File: config.mk
export PLATFORM = sky130hd
export DESIGN_NAME = axi_adapter_rd
export DESIGN_NICKNAME = d
export VERILOG_FILES = /design/src/rtl/axi_adapter_pkg.sv /design/src/rtl/axis_skid_buf.sv /design/src/rtl/axi_adapter_rd.sv
export SDC_FILE = /design/constraint.sdc
export NUM_CORES = 1
export LEC_CHECK = 0
export CORE_MARGIN = 1
export CORE_UTILIZATION = 54
export DETAILED_ROUTE_END_ITERATION = 6
export PLACE_DENSITY = 0.8
export SYNTH_ARGS = -nofsm -noshare
export SYNTH_HDL_FRONTEND = slang
export SYNTH_HIERARCHICAL = 1
export SYNTH_SLANG_ARGS = --single-unit
File: constraint.sdc
create_clock -name axi_aclk -period 6.6 [get_ports axi_aclk]
set_input_delay 0.99 -clock axi_aclk [delete_from_list [all_inputs] [get_ports axi_aclk]]
set_output_delay 0.99 -clock axi_aclk [all_outputs]
set_load 0.03 [all_outputs]
File: src/rtl/axi_adapter_pkg.sv
// Shared types and constants for the AXI read-to-stream adapter.
package axi_adapter_pkg;

    typedef enum logic [1:0] {
        IDLE = 2'd0,
        ADDR = 2'd1,
        DATA = 2'd2,
        DONE = 2'd3
    } rd_state_e;

    localparam logic [1:0]  AXI_BURST_INCR = 2'b01;
    localparam logic [1:0]  AXI_RESP_OKAY  = 2'b00;
    localparam int unsigned BOUNDARY_4K    = 4096;

endpackage

File: src/rtl/axis_skid_buf.sv
// Two-entry skid buffer with registered outputs; ready depends only on state.
module axis_skid_buf #(
    parameter int WIDTH = 33
) (
    input  logic             clk_i,
    input  logic             rst_ni,
    input  logic             in_valid_i,
    output logic             in_ready_o,
    input  logic [WIDTH-1:0] in_data_i,
    output logic             out_valid_o,
    input  logic             out_ready_i,
    output logic [WIDTH-1:0] out_data_o
);

    logic             out_vld_q, out_vld_d;
    logic             skid_vld_q, skid_vld_d;
    logic [WIDTH-1:0] out_dat_q, out_dat_d;
    logic [WIDTH-1:0] skid_dat_q, skid_dat_d;
    logic             push;

    // Full means both entries hold data; the skid entry only fills behind a stalled output.
    assign in_ready_o  = !skid_vld_q;
    assign push        = in_valid_i && in_ready_o;
    assign out_valid_o = out_vld_q;
    assign out_data_o  = out_dat_q;

    always_comb begin
        out_vld_d  = out_vld_q;
        out_dat_d  = out_dat_q;
        skid_vld_d = skid_vld_q;
        skid_dat_d = skid_dat_q;
        if (!out_vld_q || out_ready_i) begin
            if (skid_vld_q) begin
                out_vld_d  = 1'b1;
                out_dat_d  = skid_dat_q;
                skid_vld_d = 1'b0;
            end else begin
                out_vld_d = push;
                if (push) out_dat_d = in_data_i;
            end
        end else if (push) begin
            skid_vld_d = 1'b1;
            skid_dat_d = in_data_i;
        end
    end

    always_ff @(posedge clk_i or negedge rst_ni) begin
        if (!rst_ni) begin
            out_vld_q  <= 1'b0;
            out_dat_q  <= '0;
            skid_vld_q <= 1'b0;
            skid_dat_q <= '0;
        end else begin
            out_vld_q  <= out_vld_d;
            out_dat_q  <= out_dat_d;
            skid_vld_q <= skid_vld_d;
            skid_dat_q <= skid_dat_d;
        end
    end

endmodule

File: src/rtl/axi_adapter_rd.sv
// AXI4 read master: splits a beat-count command into 4 KB-safe INCR bursts and streams the data out on AXIS.
module axi_adapter_rd
    import axi_adapter_pkg::*;
#(
    parameter int AXI_DATA_WIDTH = 32,
    parameter int AXI_ADDR_WIDTH = 32,
    parameter int MAX_BURST_LEN  = 16
) (
    input  logic                      axi_aclk,
    input  logic                      axi_aresetn,
    input  logic                      cmd_valid,
    output logic                      cmd_ready,
    input  logic [AXI_ADDR_WIDTH-1:0] cmd_addr,
    input  logic [15:0]               cmd_beats,
    output logic                      done,
    output logic                      rd_err,
    output logic [AXI_ADDR_WIDTH-1:0] m_axi_araddr,
    output logic [7:0]                m_axi_arlen,
    output logic [2:0]                m_axi_arsize,
    output logic [1:0]                m_axi_arburst,
    output logic                      m_axi_arvalid,
    input  logic                      m_axi_arready,
    input  logic [AXI_DATA_WIDTH-1:0] m_axi_rdata,
    input  logic [1:0]                m_axi_rresp,
    input  logic                      m_axi_rlast,
    input  logic                      m_axi_rvalid,
    output logic                      m_axi_rready,
    output logic [AXI_DATA_WIDTH-1:0] m_axis_tdata,
    output logic                      m_axis_tlast,
    output logic                      m_axis_tvalid,
    input  logic                      m_axis_tready
);

    localparam int BYTES = AXI_DATA_WIDTH / 8;
    localparam int SIZE  = $clog2(BYTES);
    localparam int PW    = AXI_DATA_WIDTH + 1;
    localparam logic [AXI_ADDR_WIDTH-1:0] ALIGN_MASK = AXI_ADDR_WIDTH'(BYTES - 1);

    rd_state_e                 state_q, state_d;
    logic [AXI_ADDR_WIDTH-1:0] addr_q, addr_d;
    logic [15:0]               rem_q, rem_d;
    logic [8:0]                beat_q, beat_d;
    logic                      err_q, err_d;

    logic [16:0]   to_4k, len;
    logic          last_in_burst, cmd_last, r_hs, skid_rdy;
    logic [PW-1:0] skid_out;

    // Burst length is derived from addr_q/rem_q, which stay frozen through ADDR and DATA.
    always_comb begin
        to_4k = (17'(BOUNDARY_4K) - {5'd0, addr_q[11:0]}) >> SIZE;
        len   = {1'b0, rem_q};
        if (len > 17'(MAX_BURST_LEN)) len = 17'(MAX_BURST_LEN);
        if (len > to_4k)              len = to_4k;
    end

    assign last_in_burst = ({8'd0, beat_q} == (len - 17'd1));
    assign cmd_last      = last_in_burst && ({1'b0, rem_q} == len);
    assign r_hs          = m_axi_rvalid && m_axi_rready;

    always_comb begin
        state_d = state_q;
        addr_d  = addr_q;
        rem_d   = rem_q;
        beat_d  = beat_q;
        err_d   = err_q;
        case (state_q)
            IDLE: begin
                if (cmd_valid) begin
                    addr_d  = cmd_addr & ~ALIGN_MASK;
                    rem_d   = cmd_beats;
                    beat_d  = '0;
                    err_d   = 1'b0;
                    state_d = (cmd_beats == 16'd0) ? DONE : ADDR;
                end
            end
            ADDR: begin
                if (m_axi_arready) state_d = DATA;
            end
            DATA: begin
                if (r_hs) begin
                    if (m_axi_rresp != AXI_RESP_OKAY || m_axi_rlast != last_in_burst) err_d = 1'b1;
                    if (last_in_burst) begin
                        beat_d  = '0;
                        addr_d  = addr_q + (AXI_ADDR_WIDTH'(len) << SIZE);
                        rem_d   = rem_q - len[15:0];
                        state_d = (rem_q == len[15:0]) ? DONE : ADDR;
                    end else begin
                        beat_d = beat_q + 9'd1;
                    end
                end
            end
            DONE:    state_d = IDLE;
            default: state_d = IDLE;
        endcase
    end

    always_ff @(posedge axi_aclk or negedge axi_aresetn) begin
        if (!axi_aresetn) begin
            state_q <= IDLE;
            addr_q  <= '0;
            rem_q   <= '0;
            beat_q  <= '0;
            err_q   <= 1'b0;
        end else begin
            state_q <= state_d;
            addr_q  <= addr_d;
            rem_q   <= rem_d;
            beat_q  <= beat_d;
            err_q   <= err_d;
        end
    end

    assign cmd_ready     = (state_q == IDLE);
    assign done          = (state_q == DONE);
    assign rd_err        = err_q;
    assign m_axi_arvalid = (state_q == ADDR);
    assign m_axi_araddr  = addr_q;
    assign m_axi_arlen   = 8'(len - 17'd1);
    assign m_axi_arsize  = 3'(SIZE);
    assign m_axi_arburst = AXI_BURST_INCR;
    assign m_axi_rready  = (state_q == DATA) && skid_rdy;

    axis_skid_buf #(.WIDTH(PW)) u_skid (
        .clk_i       (axi_aclk),
        .rst_ni      (axi_aresetn),
        .in_valid_i  ((state_q == DATA) && m_axi_rvalid),
        .in_ready_o  (skid_rdy),
        .in_data_i   ({m_axi_rdata, cmd_last}),
        .out_valid_o (m_axis_tvalid),
        .out_ready_i (m_axis_tready),
        .out_data_o  (skid_out)
    );

    assign m_axis_tdata = skid_out[PW-1:1];
    assign m_axis_tlast = skid_out[0];

endmodule

# Yosys cells after proc, flatten, opt, wreduce, memory -nomap -nowiden
# Cells that the tools add are included.
[totals]
ff_bits = 128
elab_cells = 80
[classes]
mux = 30
order_cmp = 2
reduce_logical = 21
n_bitwise = 1
add_sub_neg = 5
n_eq_ne = 12
[op_table]
columns = ["cell", "count"]
rows = [
  ["32-bit 2-to-1 mux", 3],
  ["16-bit 2-to-1 mux", 5],
  ["33-bit 2-to-1 mux", 2],
  ["32-bit one-hot mux with 2 select lines", 1],
  ["32-bit by 18-bit adder with 32-bit output", 1],
  ["16-bit one-hot mux with 2 select lines", 1],
  ["9-bit 2-to-1 mux", 3],
  ["9-bit one-hot mux with 2 select lines", 1],
  ["16-bit by 17-bit equality test with 1-bit output", 1],
  ["9-bit by 17-bit equality test with 1-bit output", 1],
  ["16-bit by 1-bit subtractor with 17-bit output, second input constant", 1],
  ["16-bit equality test", 1],
  ["16-bit by 15-bit greater-than comparator with 1-bit output", 1],
  ["16-bit by 5-bit greater-than comparator with 1-bit output, second input constant", 1],
  ["16-bit logical NOT", 1],
  ["16-bit subtractor", 1],
  ["13-bit by 12-bit subtractor with 14-bit output, first input constant", 1],
  ["2-bit 2-to-1 mux", 6],
  ["4-bit AND reduction", 3],
  ["9-bit by 1-bit adder with 9-bit output, second input constant", 1],
  ["2-bit inequality test, second input constant", 4],
  ["2-bit one-hot mux with 4 select lines", 1],
  ["2-bit nonzero test", 4],
  ["1-bit 2-to-1 mux", 6],
  ["other kinds (12)", 20],
]

# Longest topological paths before layout
[logic_depth]
ltp_word = 11
mapped_depth = 30
mapped_depth_nobuf = 25

# Modules after synthesis
# The synthesis kept the hierarchy.
[by_module_without_submodules]
columns = ["mod", "area_per_inst_um2", "seq_area_each_um2", "cells_per_inst", "n_inst"]
rows = [
  ["axi_adapter_rd", 6127.1, 1451.4, 764, 1],
  ["axis_skid_buf", 2976.6, 1701.6, 185, 1],
]

# Worst setup path after synthesis
# Ideal clock, no wire load.
[synth_timing]
path_type = "reg2reg"
startpoint = "register addr_q[3], in the netlist m_axi_araddr[3]"
endpoint = "register u_skid.out_dat_q[0], in the netlist u_skid/out_data_o[0]"
required_time_ps = 6475
setup_ps = 125
setup_slack_ps = 440
stages_incl_launch_ff = 28
synth_period_minus_slack_ps = 6160
arrival_ps = 6035
cell_sequence = "dfrtp_1 -> buf_2 -> or4_4 -> or4_4 -> xnor2_2 -> ha_1 -> and3_1 -> a211oi_1 -> a31o_2 -> buf_2 -> nor2_1 -> buf_2 -> nand2_1 -> o21ai_0 -> inv_1 -> ha_1 -> clkbuf_1 -> o21ai_0 -> a311oi_1 -> xnor3_1 -> o2111a_1 -> o2111ai_1 -> and4bb_1 -> nand2_1 -> buf_2 -> nor2_1 -> mux2_2 -> mux2_2"
[synth_between]
elab_chain_len = 8
word_cells_on_any_way = 9
cone_classes = "add/sub: 2; order compare: 1; eq/ne: 2; mux: 3; reduce/logical: 1"
[synth_lines]
columns = ["item", "line_no", "text"]
rows = [
  ["start, declared", "axi_adapter_rd.sv:40", "logic [AXI_ADDR_WIDTH-1:0] addr_q, addr_d;"],
  ["start signal, assigned", "axi_adapter_rd.sv:107", "addr_q <= addr_d;"],
  ["13-bit by 12-bit subtractor with 14-bit output", "axi_adapter_rd.sv:51", "to_4k = (17'(BOUNDARY_4K) - {5'd0, addr_q[11:0]}) >> SIZE;"],
  ["16-bit by 15-bit greater-than comparator with 1-bit output", "axi_adapter_rd.sv:54", "if (len > to_4k) len = to_4k;"],
  ["16-bit 2-to-1 mux", "axi_adapter_rd.sv:54", ""],
  ["16-bit by 1-bit subtractor with 17-bit output", "n/a", ""],
  ["named net m_axi_arlen[0]", "axi_adapter_rd.sv:18", "output logic [7:0] m_axi_arlen,"],
  ["9-bit by 17-bit equality test with 1-bit output", "axi_adapter_rd.sv:57", "assign last_in_burst = ({8'd0, beat_q} == (len - 17'd1));"],
  ["1-bit logical AND", "axi_adapter_rd.sv:58", "assign cmd_last = last_in_burst && ({1'b0, rem_q} == len);"],
  ["named net cmd_last", "axi_adapter_rd.sv:46", "logic last_in_burst, cmd_last, r_hs, skid_rdy;"],
  ["33-bit 2-to-1 mux", "axis_skid_buf.sv:39", "if (push) out_dat_d = in_data_i;"],
  ["33-bit 2-to-1 mux", "axis_skid_buf.sv:33", "if (skid_vld_q) begin"],
  ["end signal, assigned", "axis_skid_buf.sv:55", "out_dat_q <= out_dat_d;"],
  ["end, declared", "axis_skid_buf.sv:17", "logic [WIDTH-1:0] out_dat_q, out_dat_d;"],
]
# The timed path passes the listed nets, and every way through them passes these cells. The select of a mux whose other input is x is not followed.
# A chain may end at the register's enable or synchronous reset.

# Final worst setup path
[layout_timing]
startpoint = "register addr_q[5], in the netlist m_axi_araddr[5]"
endpoint = "register addr_q[21], in the netlist m_axi_araddr[21]"
[layout_between]
elab_chain_len = 7
word_cells_on_any_way = 11
cone_classes = "add/sub: 3; order compare: 1; eq/ne: 2; mux: 4; reduce/logical: 1"
[layout_lines]
columns = ["item", "line_no"]
rows = [
  ["13-bit by 12-bit subtractor with 14-bit output", "axi_adapter_rd.sv:51"],
  ["16-bit by 15-bit greater-than comparator with 1-bit output", "axi_adapter_rd.sv:54"],
  ["16-bit 2-to-1 mux", "axi_adapter_rd.sv:54"],
  ["16-bit by 1-bit subtractor with 17-bit output / 32-bit by 18-bit adder with 32-bit output (equally long branches)", "n/a"],
  ["9-bit by 17-bit equality test with 1-bit output / 32-bit 2-to-1 mux (equally long branches)", "axi_adapter_rd.sv:57, axi_adapter_rd.sv:83"],
  ["2-bit inequality test (no source line) / 32-bit 2-to-1 mux (equally long branches)", "n/a"],
  ["4-bit AND reduction (no source line) / 32-bit one-hot mux with 2 select lines (equally long branches)", "n/a"],
]
# Several ways; a longest one is shown, not always the timed one. The select of a mux whose other input is x is not followed.

==> results summary <==
The placed standard-cell area came out at 11040 um2. Of all cell types, the one taking the most synthesized area is dfrtp_1. The leakage component of the power came out at 4.968 nW. In this run the critical register-to-register path is launched from m_axi_araddr[5]. The top-level port count came out at 173.

STA classifies the critical path startpoint as a register. The Yosys warning count is 6. The worst-case setup margin in the final layout is 0.4598 ns.

In this run, synthesis inferred 0 flip-flops with an integrated enable. IR analysis of the VDD net gives a maximum drop of 0.3384 mV. From synthesis to final layout, the design area changed by 27.40%. TritonCTS built the clock tree. The residual overflow from global routing came out at 0. Among all flip-flop cells after synthesis, the most frequent one is dfrtp_1. The combined area of all synthesized cells is 9104 um2. The count of endpoints failing hold in the final timing report is 0.

The die covers 17380 um2. The length in cells of the worst reg-to-reg path came out at 18. The count of port buffers added during placement is 163.

The later pin in the worst-skew pair is clocked with a latency of 0.43 ns. The overall via count from detail_route is 8052. The total length of routed wires is 25220 um. The worst slew slack as a fraction of its limit is 38.72%.

The estimated wirelength of the detail-placed design is 18820 um. The startpoint identified for the worst hold timing path is u_skid/out_data_o[0]. The final-report setup violation count is 0.

In this run the worst setup path terminates at m_axi_araddr[21]. The maximum number of pins on one net before global-route repair came out at 73. The die width came out at 131.8 um. STA classifies the critical path endpoint as a register. The total clock buffers created by CTS is 17. The maximum clock skew at final layout came out at 0.01153 ns. For flop-to-flop paths, the worst setup slack is 0.46 ns. The number of hold-repair buffers added at the cts stage is 0.

The buffer cell driving the clock tree root is clkbuf_16. The proportion of synthesized flip-flops having asynchronous set or reset came out at 100.0%. The maximum fanout count along the critical path is 8.

The fraction of final layout cells sized beyond drive strength 1 is 19.18%. The startpoint of the most critical setup path is m_axi_araddr[5]. After detailed routing, the number of remaining DRC violations is 0. The first global-routing pass estimated 40970 um of wire. In the final routed layout, each cell accounts on average for 18.51 um. The global-route total usage across every layer is 29.76%. The instance count along the most critical hold path came out at 1. The placeable core region came out at 16520 um2. Max-cap violations in this run came to 0.

The share of the cycle needed by the critical path after routing came out at 93.03%. Routability-driven placement finished with a final weighted congestion of 0.9405. The slew at the pin closest to its max-slew limit came out at 0.9150 ns. The final sum of negative setup slack came out at 0 ns.

The cell count after synthesis came out at 949. The detail route stage leaves a number of antenna-violating nets equal to 0. The share of the synthesized area in the top cell type came out at 34.63%.

The initial antenna violation count is 1. The run finished with clean final reports. The starting density of the core came out at 55.09%. The shortest period the worst path allows is 6.140 ns. The average footprint of a synthesized cell came out at 9.593 um2. The worst hold path belongs to the class reg -> reg. The worst-case setup slack after placement came out at 0.5305 ns. Setup repair after global routing left no endpoint under its margin. In this run the vertical extent of the chip is 131.8 um. The netlist uses 79 different library cells. The number of placement rows is 47. The worst register-to-register path ends at m_axi_araddr[21]. CTS saw 126 sinks. The detailed router finished its first iteration with 552 violations. The synthesized design contains 126 register bits.

By instance count, the leading cell after synthesis is dfrtp_1. In the final design database the tool counted 1265 nets. The number of pins exceeding their max-slew limit in the final report was 0. In this run the deepest clock path goes through 2 buffers. The H-tree generated during clock tree synthesis spans 4 levels. Derived from the worst setup path, the maximum achievable clock frequency is 162.9 MHz. Ranked by total cell area, the synthesized netlist is headed by dfrtp_1 (35%), mux2_2 (15%), ha_1 (6.2%). By count the netlist is led by dfrtp_1 (126), mux2_2 (122), nand2_1 (76). By startpoint and endpoint, the worst setup path is classified as reg -> reg. The number of search-and-repair iterations in the first detailed-routing pass came out at 5. The total non-filler cell area in the finished layout came out at 11600 um2.

STA puts the critical path data required time at 6.89 ns. For this design the ratio of total power to cell area is 571.8 nW/um2. The sequential cell area fraction in the yosys report is 34.63%. The number of fill cells is 1266. After clock tree synthesis, the clock-pin slew on the worst setup and hold paths is 0.06 ns. The via density per instance came out at 5.908. After clock tree synthesis, the setup repair step added 0 buffers. The via count of the first global-routing pass is 7970. The data arrival time at the worst-slack endpoint came out at 6.43 ns.
critical path: stages, from the launching register on:
cell	delay, ns
dfrtp_1	0.46
or4_4	0.57
or4_4	0.46
xnor2_2	0.16
ha_1	0.30
and3_1	0.19
a31oi_1	0.75
a21oi_1	0.18
or2_2	0.35
ha_1	0.34
a21o_1	0.20
nand2_1	0.07
nor3_1	0.15
a311oi_1	0.09
o31a_1	0.35
o31ai_1	0.46
a21oi_1	0.26
o211ai_1	0.21
or3b_2	0.45
registers in the layout, summed over array words and instances, names as in the netlist:
name / count
u_skid/out_data_o: 33
u_skid/skid_dat_q: 33
m_axi_araddr: 30
rem_q: 16
beat_q: 9
state_q: 2
rd_err: 1
u_skid/out_valid_o: 1
u_skid/skid_vld_q: 1
worst min path at each step:
stage / end
2_1_floorplan: u_skid/skid_dat_q[10]
5_1_grt: u_skid/skid_dat_q[26]
4_1_cts: u_skid/skid_dat_q[8]
3_5_place_dp: u_skid/skid_dat_q[30]
3_3_place_gp: u_skid/skid_dat_q[0]
6_report: u_skid/out_data_o[0]
placed cells by master, fill, tap and decap left out, types with 7 or more instances in the layout:
master,netlist,final
o21a_1,10,10
and2_1,8,8
inv_1,42,42
o21ai_0,55,53
mux2i_1,8,8
conb_1,2,22
nand4_1,8,8
dfrtp_1,126,126
or3_1,12,12
a31oi_1,11,11
xnor2_1,32,32
nand3_1,33,33
ha_1,45,45
nor3_1,25,25
a211oi_1,7,7
mux2_2,122,122
nand2b_1,9,8
nand2_1,76,76
nor4_1,12,12
o31ai_1,10,10
xor2_1,15,15
and3_1,16,16
o32a_1,8,8
a21o_1,16,16
clkdlybuf4s50_1,0,161
clkbuf_16,0,17
a21oi_1,37,37
buf_4,7,36
nor2_1,44,43
cell type report:
class	instances	area, um2	area share [%]
multi-input combinational	743	5545	47.81
sequential	126	3153	27.18
timing repair buffer	199	1914	16.50
clock buffer	19	442.9	3.819
tap	220	275.3	2.373
inverter	42	157.7	1.359
clock inverter	13	107.6	0.9277
antenna	1	2.502	0.02158
report_power, final:
part	switching, W	total (W)	internal (W)
clock	0.000378	0.000875	0.000497
combinational	0.00239	0.00430	0.00191
sequential	0.000323	0.00146	0.00113
kinds of logic (layout without fill, tap and decap cells):
group | Yosys count | in the layout | share of synthesized area (%)
adder cells (fa/ha/maj) | 47 | 47 | 6.625
AND/OR/NAND/NOR | 282 | 282 | 16.40
multiplexers | 130 | 130 | 15.97
AO/OA/AOI/OAI | 213 | 213 | 15.96
XOR/XNOR | 49 | 49 | 4.948
flip-flops | 126 | 126 | 34.63
buffers and inverters | 100 | 273 | 5.388
other | 2 | 23 | 0.08249
stage by stage:
step           util, %  hold WS (ns)  total power (W)  cells
2_1_floorplan        -        0.4749         0.004322    969
3_3_place_gp     66.81        0.4836         0.005614   1330
3_5_place_dp     66.81        0.4903         0.005694   1330
4_1_cts          70.14        0.5069         0.006604   1362
5_1_grt          70.19        0.5172         0.007067   1363
6_report         70.19        0.5022         0.006632   1363
layer usage:
layer	up-vias	GRT usage, %	wire length, um
li1	3824	-	-
met3	60	7.305	1663
met2	275	48.88	12060
met1	3893	37.16	10610
met5	-	0	0
met4	0	13.18	883
timing repair:
action,4_1_cts,5_1_grt
setup endpoints to repair,0,2
resized for setup,0,4
endpoints found under the hold margin,0,0
Power figures use the tool's default switching activity.
